[src/rtl/alu_ctrl_pkg.sv]
// alu_ctrl_pkg: opcode values, opcode classes and sequencer state encoding
package alu_ctrl_pkg;
  localparam logic [4:0] OP_ADD  = 5'h03;
  localparam logic [4:0] OP_SUB  = 5'h04;
  localparam logic [4:0] OP_AND  = 5'h05;
  localparam logic [4:0] OP_OR   = 5'h06;
  localparam logic [4:0] OP_SHR  = 5'h07;
  localparam logic [4:0] OP_SHRA = 5'h08;
  localparam logic [4:0] OP_SHL  = 5'h09;
  localparam logic [4:0] OP_ROR  = 5'h0a;
  localparam logic [4:0] OP_ROL  = 5'h0b;
  localparam logic [4:0] OP_MUL  = 5'h0f;
  localparam logic [4:0] OP_DIV  = 5'h10;
  localparam logic [4:0] OP_NEG  = 5'h11;
  localparam logic [4:0] OP_NOT  = 5'h12;
  typedef enum logic [1:0] {CLS_BIN, CLS_UNA, CLS_MD, CLS_ILL} op_class_t;
  typedef enum logic [2:0] {S_IDLE, S_LDA, S_LDB, S_EXEC, S_WBLO, S_WBHI, S_ERR} state_t;
endpackage

[src/rtl/alu_op_decode.sv]
// alu_op_decode: combinational opcode -> operation class
module alu_op_decode
  import alu_ctrl_pkg::*;
#(
  parameter int OPW = 5
) (
  input  logic [OPW-1:0] op,
  output op_class_t      cls
);
  always_comb
    cls = (op inside {OPW'(OP_ADD), OPW'(OP_SUB), OPW'(OP_AND), OPW'(OP_OR)}) ? CLS_BIN
        : (op inside {OPW'(OP_SHR), OPW'(OP_SHRA), OPW'(OP_SHL), OPW'(OP_ROR),
                      OPW'(OP_ROL), OPW'(OP_NEG), OPW'(OP_NOT)}) ? CLS_UNA
        : (op inside {OPW'(OP_MUL), OPW'(OP_DIV)}) ? CLS_MD
        : CLS_ILL;
endmodule

[src/rtl/alu_op_sequencer.sv]
// alu_op_sequencer: multi-cycle execute-phase control FSM for register-to-register ALU ops
module alu_op_sequencer
  import alu_ctrl_pkg::*;
#(
  parameter int OPW   = 5,
  parameter int CNT_W = 16
) (
  input  logic             clock,
  input  logic             clear_n,
  input  logic             start,
  input  logic [OPW-1:0]   opcode,
  output logic             ready,
  output logic             RaOut,
  output logic             RbOut,
  output logic             Yin,
  output logic             ALUin,
  output logic [OPW-1:0]   ALUControl,
  output logic             Zin,
  output logic             ZLoOut,
  output logic             ZHiOut,
  output logic             RzIn,
  output logic             LOin,
  output logic             HIin,
  output logic             done,
  output logic             illegal,
  output logic [CNT_W-1:0] op_count
);
  state_t         state;
  op_class_t      in_cls;
  op_class_t      cls;
  logic [OPW-1:0] op;
  logic           two_op;
  logic           md;
  alu_op_decode #(.OPW(OPW)) u_dec (
    .op  (opcode),
    .cls (in_cls)
  );
  assign two_op = (cls == CLS_BIN) || (cls == CLS_MD);
  assign md     = cls == CLS_MD;
  // Outputs are loaded for the state being entered, so every strobe is a clean register output
  always_ff @(posedge clock or negedge clear_n)
    if (!clear_n) begin
      state      <= S_IDLE;
      cls        <= CLS_BIN;
      op         <= '0;
      ready      <= 1'b1;
      {RaOut, RbOut, Yin, ALUin, Zin, ZLoOut, ZHiOut, RzIn, LOin, HIin, done, illegal} <= '0;
      ALUControl <= '0;
      op_count   <= '0;
    end else begin
      {RaOut, RbOut, Yin, ALUin, Zin, ZLoOut, ZHiOut, RzIn, LOin, HIin, done, illegal} <= '0;
      ready <= 1'b0;
      case (state)
        S_IDLE:
          if (start) begin
            op      <= opcode;
            cls     <= in_cls;
            state   <= (in_cls == CLS_ILL) ? S_ERR : S_LDA;
            done    <= in_cls == CLS_ILL;
            illegal <= in_cls == CLS_ILL;
            RaOut   <= in_cls != CLS_ILL;
            Yin     <= in_cls != CLS_ILL;
          end else
            ready <= 1'b1;
        S_LDA: begin
          state      <= S_LDB;
          ALUControl <= op;
          RbOut      <= two_op;
        end
        S_LDB: begin
          state <= S_EXEC;
          RbOut <= two_op;
          ALUin <= 1'b1;
          Zin   <= 1'b1;
        end
        S_EXEC: begin
          state  <= md ? S_WBHI : S_WBLO;
          ZLoOut <= 1'b1;
          RzIn   <= !md;
          LOin   <= md;
          done   <= !md;
          if (!md) op_count <= op_count + 1'b1;
        end
        S_WBHI: begin
          state    <= S_WBLO;
          ZHiOut   <= 1'b1;
          HIin     <= 1'b1;
          done     <= 1'b1;
          op_count <= op_count + 1'b1;
        end
        default: begin
          state <= S_IDLE;
          ready <= 1'b1;
        end
      endcase
    end
endmodule

[config.mk]
export PLATFORM = sky130hd
export DESIGN_NAME = alu_op_sequencer
export DESIGN_NICKNAME = d
export VERILOG_FILES = /design/src/rtl/alu_ctrl_pkg.sv /design/src/rtl/alu_op_decode.sv /design/src/rtl/alu_op_sequencer.sv
export SDC_FILE = /design/constraint.sdc
export NUM_CORES = 1
export LEC_CHECK = 0
export ABC_AREA = 1
export BUFFER_PORTS_ARGS = -buffer_cell sky130_fd_sc_hd__buf_2
export CAP_MARGIN = 20
export CORE_MARGIN = 3
export CORE_UTILIZATION = 47
export CTS_BUF_LIST = sky130_fd_sc_hd__clkbuf_4 sky130_fd_sc_hd__clkbuf_8
export DETAILED_ROUTE_END_ITERATION = 12
export GPL_TIMING_DRIVEN = 0
export PLACE_DENSITY = 0.81
export REMOVE_ABC_BUFFERS = 1
export SYNTH_ARGS = -nofsm -noshare
export SYNTH_HDL_FRONTEND = slang
export SYNTH_HIERARCHICAL = 1
export SYNTH_SLANG_ARGS = --single-unit
[constraint.sdc]
create_clock -name clock -period 1.2 [get_ports clock]
set_input_delay 0.06 -clock clock [delete_from_list [all_inputs] [get_ports clock]]
set_output_delay 0.06 -clock clock [all_outputs]
set_load 0.005 [all_outputs]
==> flow_summary.json, run 1 <==
{
  "design_area_um2": 2730,
  "synth-main-ff-cell": "dfrtp_1",
  "cts_made_buffers": 5,
  "globalplace.congestion": 0.757,
  "seqCellArea_um2": 1030,
  "cpMaxStageDelayCell": "dfrtp_1",
  "setup_viol": 23,
  "ys_seq_area_share_pct": 51.8,
  "clock_path_buffers": 2,
  "max_freq_mhz": 717,
  "worstPathRequired_ns": 1.38,
  "clock_skew_ns": 0.00971,
  "cts_tree": "built",
  "fin_cells": 351,
  "reg2reg_from": "op_count[0]",
  "cts_root_buf": "clkbuf_8",
  "max_slew.worst_pin.slew_ns": 0.541,
  "synth-seq-cells": 41,
  "drc": 0,
  "critPathKind": "flip-flop to flip-flop",
  "worst_setup_hold_path_clk_slew_ns": 0.08,
  "fin_util_pct": 70.9,
  "drive_gt1_share_pct": 40.9,
  "row_count": 22,
  "cp-end-kind": "flip-flop",
  "portBuffers": 41,
  "outcome": "complete, but fails checks",
  "die_y_um": 71.0,
  "cp_max_fo": 7,
  "max-slew-margin-rel_pct": 64.0,
  "layout.nets": 311,
  "finalCritPeriodShare_pct": 116,
  "grt_pass1_vias": 1616,
  "power_density_nw_per_um2": 1900,
  "synth_cell_type_count": 28,
  "synth_area_per_cell_um2": 8.48,
  "dp_slack_ns": -0.165,
  "critPathMaxStageDelay_ns": 0.38,
  "n_fill_cell": 290,
  "dieArea_um2": 5030,
  "place_area_um2": 2180,
  "grt_first_pass_wirelength_um": 7160,
  "crit_path_start": "op_count[0]",
  "htree_levels": 2,
  "drv_slew": 0,
  "synth_edf_count": 0,
  "netlist_area_um2": 1980,
  "p_leak_nw": 1.43,
  "vias": 1819,
  "setup_slack_ns": -0.194,
  "grt_max_degree": 42,
  "first_iter_violations": 117,
  "crit_arrival_ns": 1.57,
  "yosysTopAreaCell": "dfrtp_1",
  "final_antenna_net_count": 0,
  "track_usage_pct": 17.8,
  "cts.sinks": 41,
  "crit_chain": "ha_2 -> inv_2 -> nor3_4 -> nand2_1 -> xor2_1",
  "clkLatencyLatePin_ns": 0.29,
  "core-area_um2": 3850,
  "antenna_found_initial": 0,
  "synth_area_leaders": "dfrtp_1 (50%), nand2_1 (11%), inv_1 (6.6%)",
  "firstDrtPassIters": 4,
  "fin_crit_ns": 1.39,
  "hold_class": "primary input to flip-flop",
  "yosysWarnings": 6,
  "dp.cells": 316,
  "multiInputGateArea_um2": 998,
  "violations": "negative setup slack",
  "synthArstFlopShare_pct": 100,
  "cp_num_buf_inv": 1,
  "vias_per_cell": 5.18,
  "ios": 42,
  "crit_family": "simple AND/OR/NAND/NOR gates",
  "maxCapViolCount": 0,
  "routed_wl_um": 4900,
  "rsz0062_at_grt": "true",
  "worstHoldStart": "opcode[0]",
  "initial_utilization_pct": 51.5,
  "syn_inst": 234,
  "die_w_um": 71.0,
  "diodes": 0,
  "hpwl_um": 2810,
  "wl_per_cell_um": 13.9,
  "synth_top_area_share_pct": 50.5,
  "overflow": 0,
  "vdd_drop_max_mv": 0.956,
  "finalHoldViolCount": 0,
  "cp-start-kind": "flip-flop",
  "syn_to_final_growth_pct": 37.8
}
-- cell usage after synthesis, types with 2 or more instances --
cell type	n
xor2_1	5
nand2_4	2
buf_4	3
o21ai_0	7
nor2_1	28
dfrtp_1	40
a31oi_1	2
a21oi_1	9
buf_6	2
nand4_1	11
nand2_2	2
inv_1	35
nor3_4	2
nand2_1	56
nand3_1	16
nor3_1	2
-- report_power, final --
group / total [W] / internal, W / switching, W
clock: 0.000930 / 0.000481 / 0.000449
combinational: 0.00220 / 0.000934 / 0.00127
sequential: 0.00204 / 0.00179 / 0.000254
total: 0.00518 / 0.00321 / 0.00197
-- placed cells by master, fill, tap and decap left out, drive strengths merged, types with 4 or more instances in the layout --
master and count:
nand4 11, a21oi 10, nand3 17, dfrtp 40
inv 36, xor2 6, nor2 30, clkbuf 9
buf 62, nor3 4, nand2 64, o21ai 7
-- timing repair --
item | CTS | global route
pin swaps | 12 | 16
gates cloned | 2 | 2
hold endpoints to repair | 40 | 0
gates resized for setup | 15 | 44
buffers inserted | 7 | 16
endpoints found under the setup margin | 26 | 30
hold buffers | 1 | 0
-- through the flow --
stage,hold WS (ns),TNS (ns),power [W]
floorplan,-0.236,-0.274,0.00285
global placement,0.225,-1.83,0.00332
detailed placement,0.239,-2.32,0.00337
CTS,0.0476,-0.460,0.00459
global route,0.0461,-3.00,0.00555
finish,0.0418,-1.31,0.00518
-- state kept, by name (all words and copies together) (netlist names), 2 cells and up --
signal	flops
op	5
cls	2
ALUControl	5
state	3
op_count	16
-- layout make-up --
| type | count | area share, % |
|---|---|---|
| multi-input cells | 154 | 36.5 |
| flip-flops and latches | 41 | 37.7 |
| inverters | 36 | 5.22 |
| well taps | 48 | 2.20 |
| clock buffers | 8 | 3.34 |
| repair buffers | 64 | 15.0 |
-- routing by layer --
layer	vias to the layer above	track usage [%]	routed length [um]
met1	866	21.5	1860
li1	876	-	-
met3	17	5.82	234
met4	0	6.05	138
met5	-	0	0
met2	60	29.8	2660
-- worst register-to-register path, cell delays in order, from the launching register on --
cell,delay [ns]
dfrtp_1,0.38
ha_2,0.20
inv_2,0.05
nor3_4,0.33
nand2_1,0.15
xor2_1,0.17
-- kinds of logic after synthesis --
family,Yosys count,share of synthesized area (%)
buf+inv,43,10.0
compound gates,19,5.11
simple gates,124,29.4
fa+ha+maj,1,0.631
xor+xnor,6,3.03
flops,41,51.8
-- final timing paths --
path,endpoint,slack (ns),depth (start not counted)
min in group asynchronous,op_count[6],0.31,2
min reg2reg,RbOut,0.46,1
min,op[0],0.04,3
max reg2reg,op_count[6],-0.19,5
max,op_count[6],-0.19,5
max in group asynchronous,state[0],0.48,2
No activity file was read; power rests on OpenSTA's default activity.
==> run 2, diff against run 1 <==
--- a/config.mk
+++ b/config.mk
@@ -15,6 +15,8 @@
 export GPL_TIMING_DRIVEN = 0
 export PLACE_DENSITY = 0.81
 export REMOVE_ABC_BUFFERS = 1
+export SKIP_CTS_REPAIR_TIMING = 1
+export SKIP_LAST_GASP = 1
 export SYNTH_ARGS = -nofsm -noshare
 export SYNTH_HDL_FRONTEND = slang
 export SYNTH_HIERARCHICAL = 1
==> run 2 against run 1 <==
Compared with the run above:
- the run ends with negative hold slack, negative setup slack left
- via count fell by 4.2%
- largest cell class unchanged
- final cell count fell by 2.6%
- fmax rose by 8.3%
- cell area fell by 8.2%
- worst hold slack got worse by 0.16 ns
- critical path type unchanged
==> flow_summary.json, run 2 (synthesis gave the netlist of run 1 again) <==
{
  "core-area_um2": 3850,
  "crit_arrival_ns": 1.47,
  "diodes": 0,
  "drv_slew": 0,
  "routed_wl_um": 4390,
  "vdd_drop_max_mv": 0.922,
  "clock_path_buffers": 2,
  "grt_pass1_vias": 1497,
  "overflow": 0,
  "cts_tree": "built",
  "max-slew-margin-rel_pct": 41.5,
  "rsz0062_at_grt": "true",
  "max_slew.worst_pin.slew_ns": 0.878,
  "cts_root_buf": "clkbuf_8",
  "grt_first_pass_wirelength_um": 6550,
  "wl_per_cell_um": 12.8,
  "setup_slack_ns": -0.0870,
  "first_iter_violations": 116,
  "design_area_um2": 2510,
  "max_freq_mhz": 777,
  "worst_r2r_path_depth": 5,
  "cp_max_fo": 7,
  "die_y_um": 71.0,
  "firstDrtPassIters": 4,
  "regMostFlops": "op_count",
  "vias": 1743,
  "crit_path_start": "op_count[0]",
  "setup_viol": 23,
  "reg2reg_from": "op_count[0]",
  "fin_util_pct": 65.1,
  "hpwl_um": 2810,
  "multiInputGateArea_um2": 855,
  "fin_crit_ns": 1.29,
  "drc": 0,
  "cp-start-kind": "flip-flop",
  "dieArea_um2": 5030,
  "finalHoldViolCount": 40,
  "drive_gt1_share_pct": 33.0,
  "p_leak_nw": 1.36,
  "final_antenna_net_count": 0,
  "vias_per_cell": 5.10,
  "grt_max_degree": 42,
  "largest_reg_flops": 16,
  "n_fill_cell": 319,
  "cts_made_buffers": 5,
  "cp-end-kind": "flip-flop",
  "worstPathRequired_ns": 1.39,
  "clock_skew_ns": 0.00827,
  "final_common_cell": "nand2_1",
  "place_area_um2": 2180,
  "die_w_um": 71.0,
  "outcome": "complete, but fails checks",
  "initial_utilization_pct": 51.5,
  "final_cell_mix": "nand2_1 (52), buf_2 (41), dfrtp_1 (38)",
  "power_density_nw_per_um2": 1860,
  "seqCellArea_um2": 1030,
  "fin_hold_ws_ns": -0.119,
  "finalCritPeriodShare_pct": 107,
  "violations": "negative hold slack, negative setup slack",
  "htree_levels": 2,
  "hold_class": "primary input to async pin",
  "maxCapViolCount": 0,
  "portBuffers": 41,
  "top_regs": "op_count x16, ALUControl x5, op x5",
  "antenna_found_initial": 0,
  "cts.sinks": 41,
  "track_usage_pct": 16.2,
  "worst_setup_hold_path_clk_slew_ns": 0.08,
  "critPathKind": "flip-flop to flip-flop",
  "ios": 42,
  "row_count": 22,
  "clkLatencyLatePin_ns": 0.29,
  "syn_to_final_growth_pct": 26.5,
  "layout.nets": 302,
  "globalplace.congestion": 0.757
}
==> run 2: cell types whose count changed in the layout (fill, tap and decap cells not counted), sizes merged <==
| cell | change |
|---|---|
| dlygate4sd3 | -1 |
| buf | -5 |
| clkbuf | -1 |
| nand2 | -2 |
==> run 2: metal layers <==
metal	share of wire (%)	global-route usage, %
met5	0	0
met4	1.5	4.59
met3	5.0	5.11
met2	54	27.1
met1	40	20.2
==> run 2: report_power, final <==
part / switching [W] / leakage, nW / internal (W)
Combinational: 0.00100 / 0.785 / 0.000714
Sequential: 0.000239 / 0.522 / 0.00179
Clock: 0.000444 / 0.0498 / 0.000481
==> run 2: final timing paths <==
kind | endpoint | slack (ns)
setup / recovery | op_count[6] | -0.09
min in group clock | op[1] | 0.05
hold / removal | op_count[7] | -0.12
setup reg to reg | op_count[6] | -0.09
hold reg to reg | RbOut | 0.43
max in group asynchronous | state[0] | 0.71
==> run 2: cell type report <==
cell class,count,share of cell area (%)
clock buffer,8,3.64
inverter,36,5.39
multi-input combinational,152,34.1
sequential,41,41.0
tap,48,2.39
timing repair buffer,57,13.5
==> run 2: per-stage QoR <==
stage	cells	hold WS [ns]	setup slack, ns	total power (W)	TNS, ns
5_1_grt	342	-0.0510	-0.200	0.00502	-3.11
3_3_place_gp	316	0.225	-0.155	0.00332	-1.83
3_5_place_dp	316	0.239	-0.165	0.00337	-2.32
4_1_cts	324	-0.0845	-0.187	0.00430	-2.75
6_report	342	-0.119	-0.0870	0.00467	-1.04
2_1_floorplan	227	-0.236	-0.0826	0.00285	-0.274
==> run 2: worst max-delay path, cell delays in order (launching register included) <==
cell and delay, ns:
dfrtp_1 0.38, ha_2 0.20, inv_2 0.06, nor3_4 0.29
nand2_1 0.11, xor2_1 0.14
